`src/rtl/cpu_pkg.sv`:
```
// cpu_pkg: shared opcodes, reset vector, fetch states and instruction field positions
package cpu_pkg;

    localparam logic [15:0] RESET_VEC   = 16'h0000;
    localparam logic [3:0]  BR_OPCODE   = 4'hC;
    localparam logic [3:0]  HALT_OPCODE = 4'hF;

    localparam int OPC_MSB = 15;
    localparam int OPC_LSB = 12;
    localparam int OFF_MSB = 7;
    localparam int OFF_LSB = 0;

    typedef enum logic [1:0] {RST, FETCH, ISSUE, HALT} fetch_state_e;

    // Branch offset is an 8-bit two's-complement field widened to a full address
    function automatic logic [15:0] sext_off(input logic [15:0] ins);
        return {{8{ins[OFF_MSB]}}, ins[OFF_MSB:OFF_LSB]};
    endfunction

endpackage

```
`src/rtl/fetch_unit_pc_next.sv`:
```
// pc_next: next-PC selection from the current instruction and the branch-condition result
module pc_next #(
    parameter logic [3:0] BR_OP = 4'hC
) (
    input  logic [15:0] pc_i,
    input  logic [15:0] ir_i,
    input  logic        br_i,
    output logic [15:0] npc_o,
    output logic        taken_o
);
    import cpu_pkg::*;

    // br only matters for branch opcodes; target is relative to pc + 1 and wraps silently
    always_comb begin
        taken_o = (ir_i[OPC_MSB:OPC_LSB] == BR_OP) && br_i;
        npc_o   = pc_i + 16'd1 + (taken_o ? sext_off(ir_i) : 16'h0000);
    end

endmodule

```
`src/rtl/fetch_unit.sv`:
```
// fetch_unit: PC, instruction fetch over req/ack, IR hand-off and taken-branch counter
module fetch_unit #(
    parameter logic [15:0] RESET_VEC   = cpu_pkg::RESET_VEC,
    parameter logic [3:0]  BR_OPCODE   = cpu_pkg::BR_OPCODE,
    parameter logic [3:0]  HALT_OPCODE = cpu_pkg::HALT_OPCODE
) (
    input  logic        clk,
    input  logic        rst_n,
    output logic        imem_req,
    output logic [15:0] imem_addr,
    input  logic        imem_ack,
    input  logic [15:0] imem_rdata,
    output logic [15:0] ir,
    output logic        ir_valid,
    input  logic        ir_ready,
    input  logic        br,
    output logic [15:0] pc,
    output logic        halted,
    output logic [15:0] br_taken_cnt
);
    import cpu_pkg::*;

    fetch_state_e state_q, state_d;
    logic [15:0]  pc_q, pc_d, ir_q, ir_d, cnt_q, cnt_d;
    logic         ir_valid_q, ir_valid_d, halted_q, halted_d;
    logic [15:0]  npc;
    logic         taken;

    pc_next #(.BR_OP(BR_OPCODE)) u_pc_next (
        .pc_i    (pc_q),
        .ir_i    (ir_q),
        .br_i    (br),
        .npc_o   (npc),
        .taken_o (taken)
    );

    // Request is decoded from state so an asynchronous reset drops it without a clock edge
    assign imem_req     = (state_q == FETCH);
    assign imem_addr    = pc_q;
    assign ir           = ir_q;
    assign ir_valid     = ir_valid_q;
    assign pc           = pc_q;
    assign halted       = halted_q;
    assign br_taken_cnt = cnt_q;

    // Next-state: fetch until ack, hold IR until consumed, then advance PC or stop on HALT
    always_comb begin
        state_d    = state_q;
        pc_d       = pc_q;
        ir_d       = ir_q;
        ir_valid_d = ir_valid_q;
        halted_d   = halted_q;
        cnt_d      = cnt_q;
        unique case (state_q)
            RST:   state_d = FETCH;
            FETCH: if (imem_ack) begin
                ir_d       = imem_rdata;
                ir_valid_d = 1'b1;
                state_d    = ISSUE;
            end
            ISSUE: if (ir_valid_q && ir_ready) begin
                ir_valid_d = 1'b0;
                if (ir_q[OPC_MSB:OPC_LSB] == HALT_OPCODE) begin
                    halted_d = 1'b1;
                    state_d  = HALT;
                end else begin
                    pc_d    = npc;
                    state_d = FETCH;
                    cnt_d   = (taken && cnt_q != 16'hFFFF) ? cnt_q + 16'd1 : cnt_q;
                end
            end
            default: ;
        endcase
    end

    // State registers with asynchronous active-low reset
    always_ff @(posedge clk or negedge rst_n) begin
        if (!rst_n) begin
            state_q    <= RST;
            pc_q       <= RESET_VEC;
            ir_q       <= 16'h0000;
            ir_valid_q <= 1'b0;
            halted_q   <= 1'b0;
            cnt_q      <= 16'h0000;
        end else begin
            state_q    <= state_d;
            pc_q       <= pc_d;
            ir_q       <= ir_d;
            ir_valid_q <= ir_valid_d;
            halted_q   <= halted_d;
            cnt_q      <= cnt_d;
        end
    end

endmodule

```
`config.mk`:
```
export PLATFORM = sky130hd
export DESIGN_NAME = fetch_unit
export DESIGN_NICKNAME = d
export VERILOG_FILES = /design/src/rtl/cpu_pkg.sv /design/src/rtl/fetch_unit_pc_next.sv /design/src/rtl/fetch_unit.sv
export SDC_FILE = /design/constraint.sdc
export NUM_CORES = 1
export LEC_CHECK = 0
export BUFFER_PORTS_ARGS = -buffer_cell sky130_fd_sc_hd__clkbuf_2
export CAP_MARGIN = 20
export CORE_ASPECT_RATIO = 1.2
export CORE_UTILIZATION = 35
export CTS_CLUSTER_SIZE = 28
export DETAILED_ROUTE_END_ITERATION = 7
export HOLD_SLACK_MARGIN = 0.03
export SKIP_LAST_GASP = 1
export SYNTH_ARGS = -nofsm -noshare
export SYNTH_HDL_FRONTEND = slang
export SYNTH_SLANG_ARGS = --single-unit
```
`constraint.sdc`:
```
create_clock -name clk -period 7.6 [get_ports clk]
set_clock_uncertainty 0.05 [all_clocks]
set_input_delay 1.52 -clock clk [delete_from_list [all_inputs] [get_ports clk]]
set_output_delay 1.52 -clock clk [all_outputs]
set_load 0.005 [all_outputs]
```
==> run_results.csv <==
group,metric,value,unit
global_route,gr-usage-all-layers,14.6,%
worst_setup_path,critical_path_peak_fanout,9,
detailed_routing,post-route-drc-count,5,
timing,final.period_utilization,48.5,%
power,irDropWorstVdd,0.170,mV
run_status,run_status,"finished, violations left",
synthesis,netlist.top_cell.by_area,"sky130_fd_sc_hd__dfrtp_1",
finish,antennaDiodeCount,0,
synthesis,synth_top_cells_by_area,"sky130_fd_sc_hd__dfrtp_1 (45%), sky130_fd_sc_hd__mux2_2 (6.7%), sky130_fd_sc_hd__ha_1 (5.2%)",
global_route,pin_count_of_the_biggest_net_entering_global_routing,53,
synthesis,netlist_area,2870,um^2
worst_setup_path,setup.worst_path.end_class,"flip-flop",
finish,number_of_nets_at_the_end_of_the_flow,382,
cts,post_cts.repair.setup_buffers,0,
timing,setup_viol_count_final,0,
synthesis,yosysTopAreaCellShare,45.3,%
detailed_routing,ant_nets,0,
finish,multi_input_comb_area,1400,um^2
timing,worst-slew-pin-transition,0.797,ns
detailed_routing,drtIter0Drc,77,
synthesis,synth_enable_flop_cells,0,
finish,most_frequent_standard_cell_in_the_layout_excluding_fill_and_tap_cells,"sky130_fd_sc_hd__clkbuf_2",
synthesis,yosysUniqueCellTypes,43,
synthesis,ys_async_sr_fraction,100,%
die,core_area,7790,um^2
die,die_w,84.7,um
run_status,failing_checks,"DRC",
detailed_routing,via_count,2191,
timing,rsz0062_at_grt,"false",
die,initial_core_utilization,36.8,%
cts,ctsHoldBuffers,0,
cts,clock_tree.htree_level_count,2,
timing,report.final.slew_viol_count,0,
worst_setup_path,timing.critical_path.cells,"clkbuf_2, and3_1, and2_1, ha_1, nor2b_1, o31ai_1, a31oi_1, o21a_1, a2111oi_2, xor2_1",
placed_design,portBuffers,87,
worst_setup_path,timing.setup.critical_path_class,"input port to flip-flop",
placed_design,place.gp.congestion,0.781,
global_route,number_of_global_route_vias_before_repair,2128,
die,io_pins,88,
timing,hold_slack,0.439,ns
timing,setup_tns,0,ns
cts,cts.clk_slew.worst_paths,0.09,ns
global_route,grt_first_pass_wirelength,10100,um
power,power_density,272,nW/um^2
job,drv.max_cap_violation_count,0,
finish,fraction_of_layout_cells_with_a_size_suffix_above_1,33.8,%
worst_setup_path,critPathLaunchType,"input port",
synthesis,synth_register_bits,52,
hold_path,min_path_type,"flip-flop to flip-flop",
cts,cts_buffers,5,
worst_setup_path,cp.required,7.77,ns
finish,area_growth_syn_to_layout,17.6,%
cts,clkLatencyLatePin,0.30,ns
synthesis,synth-main-ff-cell,"sky130_fd_sc_hd__dfrtp_1",
cts,cts_repair_resize_count,0,
placed_design,place_area,3280,um^2
die,fp.dieArea,8570,um^2
cts,cts_sinks,52,
timing,min_period,3.69,ns
timing,finalHoldViolations,0,
timing,fmaxAchievable,271,MHz
worst_setup_path,worst-endpoint-arrival,3.86,ns
synthesis,ys_seq_area_share,45.3,%
timing,max_slew_margin,46.4,%
synthesis,synth.yosys.warnings,0,
finish,seqCellArea,1300,um^2
detailed_routing,average_wire_per_standard_cell,13.5,um
cts,tritoncts,"done",
detailed_routing,drt_pass1_iterations,8,
detailed_routing,routed_wl,5940,um
finish,layout.cells.most_common_list,"sky130_fd_sc_hd__clkbuf_2 (87), sky130_fd_sc_hd__dfrtp_1 (52), sky130_fd_sc_hd__nand2_1 (31), sky130_fd_sc_hd__nor2_1 (18)",
cts,cts_max_path_buffers,2,
synthesis,synth_cells,275,
detailed_routing,via_per_inst,4.97,
placed_design,dpl_wire_length,4510,um
worst_setup_path,critPathSlowestCell,"sky130_fd_sc_hd__a2111oi_2",
finish,final_cell_area,3370,um^2
finish,count_of_fill_cells_added_during_filler_insertion,784,
worst_setup_path,cpPeakStageDelay,0.36,ns
die,row_count,35,
die,die_ht,101,um
synthesis,syn-num-nets,309,
global_route,antenna_violations_before_repair,0,
cts,clockRootBuffer,"sky130_fd_sc_hd__clkbuf_8",
power,leakage,0.00172,uW
synthesis,post_synth.cell_area_avg,10.4,um^2
global_route,total_overflow_reported_by_the_global_router,0,
cell usage after synthesis (2+ instances only):
master / number
sky130_fd_sc_hd__buf_4: 16
sky130_fd_sc_hd__and4_1: 2
sky130_fd_sc_hd__clkbuf_1: 5
sky130_fd_sc_hd__mux2_2: 17
sky130_fd_sc_hd__dfrtp_1: 52
sky130_fd_sc_hd__and2_1: 10
sky130_fd_sc_hd__nor3_1: 6
sky130_fd_sc_hd__inv_1: 6
sky130_fd_sc_hd__a21oi_1: 5
sky130_fd_sc_hd__nor2b_1: 2
sky130_fd_sc_hd__xnor2_1: 17
sky130_fd_sc_hd__o31ai_1: 3
sky130_fd_sc_hd__mux2i_1: 8
sky130_fd_sc_hd__o21ai_0: 8
sky130_fd_sc_hd__nand2_1: 31
sky130_fd_sc_hd__xor2_1: 12
sky130_fd_sc_hd__and3_1: 4
sky130_fd_sc_hd__o21a_1: 3
sky130_fd_sc_hd__or3_1: 4
sky130_fd_sc_hd__ha_1: 12
sky130_fd_sc_hd__nor2_1: 18
sky130_fd_sc_hd__nand3_1: 12
sky130_fd_sc_hd__a31oi_1: 2
worst max-delay path: cells and delay by family:
| family | cells | cell delay (ns) |
|---|---|---|
| XOR/XNOR | 1 | 0.17 |
| AO/OA/AOI/OAI | 4 | 1.19 |
| buffers and inverters | 1 | 0.08 |
| AND/OR/NAND/NOR | 3 | 0.67 |
| adder cells (fa/ha/maj) | 1 | 0.23 |
kinds of logic after synthesis:
group | synth area share [%]
compound gates | 7.11
buf+inv | 5.80
mux | 9.46
flops | 45.3
simple gates | 17.5
xor+xnor | 8.85
fa+ha+maj | 5.93
power breakdown:
part	internal (uW)	switching (uW)
Combinational	174	147
Sequential	353	81.7
Clock	74.5	87.3
state kept, by name (all words and copies together), names as in the netlist:
name	cells
br_taken_cnt	16
imem_addr	16
ir	16
state_q	2
halted	1
ir_valid	1
worst paths after layout:
| check | startpoint | endpoint | slack, ns | depth (start not counted) |
|---|---|---|---|---|
| setup / recovery | br | imem_addr[13] | 3.91 | 10 |
| hold / removal | br_taken_cnt[9] | br_taken_cnt[9] | 0.44 | 1 |
| setup reg to reg | ir[14] | imem_addr[15] | 4.58 | 10 |
| hold reg to reg | br_taken_cnt[9] | br_taken_cnt[9] | 0.44 | 1 |
| max in group asynchronous | rst_n | imem_addr[13] | 5.78 | 2 |
| min in group asynchronous | rst_n | br_taken_cnt[11] | 1.27 | 2 |
per-stage QoR:
step / total power [uW] / std cells / utilization (%) / setup WS [ns]
3_5_place_dp: 770 / 433 / 42.1 / 3.56
4_1_cts: 935 / 441 / 43.3 / 3.86
6_report: 918 / 441 / 43.3 / 3.91
2_1_floorplan: 642 / 275 / - / 3.89
3_3_place_gp: 763 / 433 / 42.1 / 3.61
5_1_grt: 996 / 441 / 43.3 / 3.66
cell type report:
cell class	count	share of cell area, %
clock buffer	8	2.67
inverter	6	0.667
multi-input combinational	195	41.6
sequential	52	38.6
tap	92	3.41
timing repair buffer	88	13.1
layer usage:
metal / part of all wire (%) / global-route usage, %
met1: 44 / 18.3
met2: 48 / 25.3
met3: 6.4 / 3.50
met4: 0.99 / 3.91
met5: 0 / 0
No activity file was read; power rests on OpenSTA's default activity.
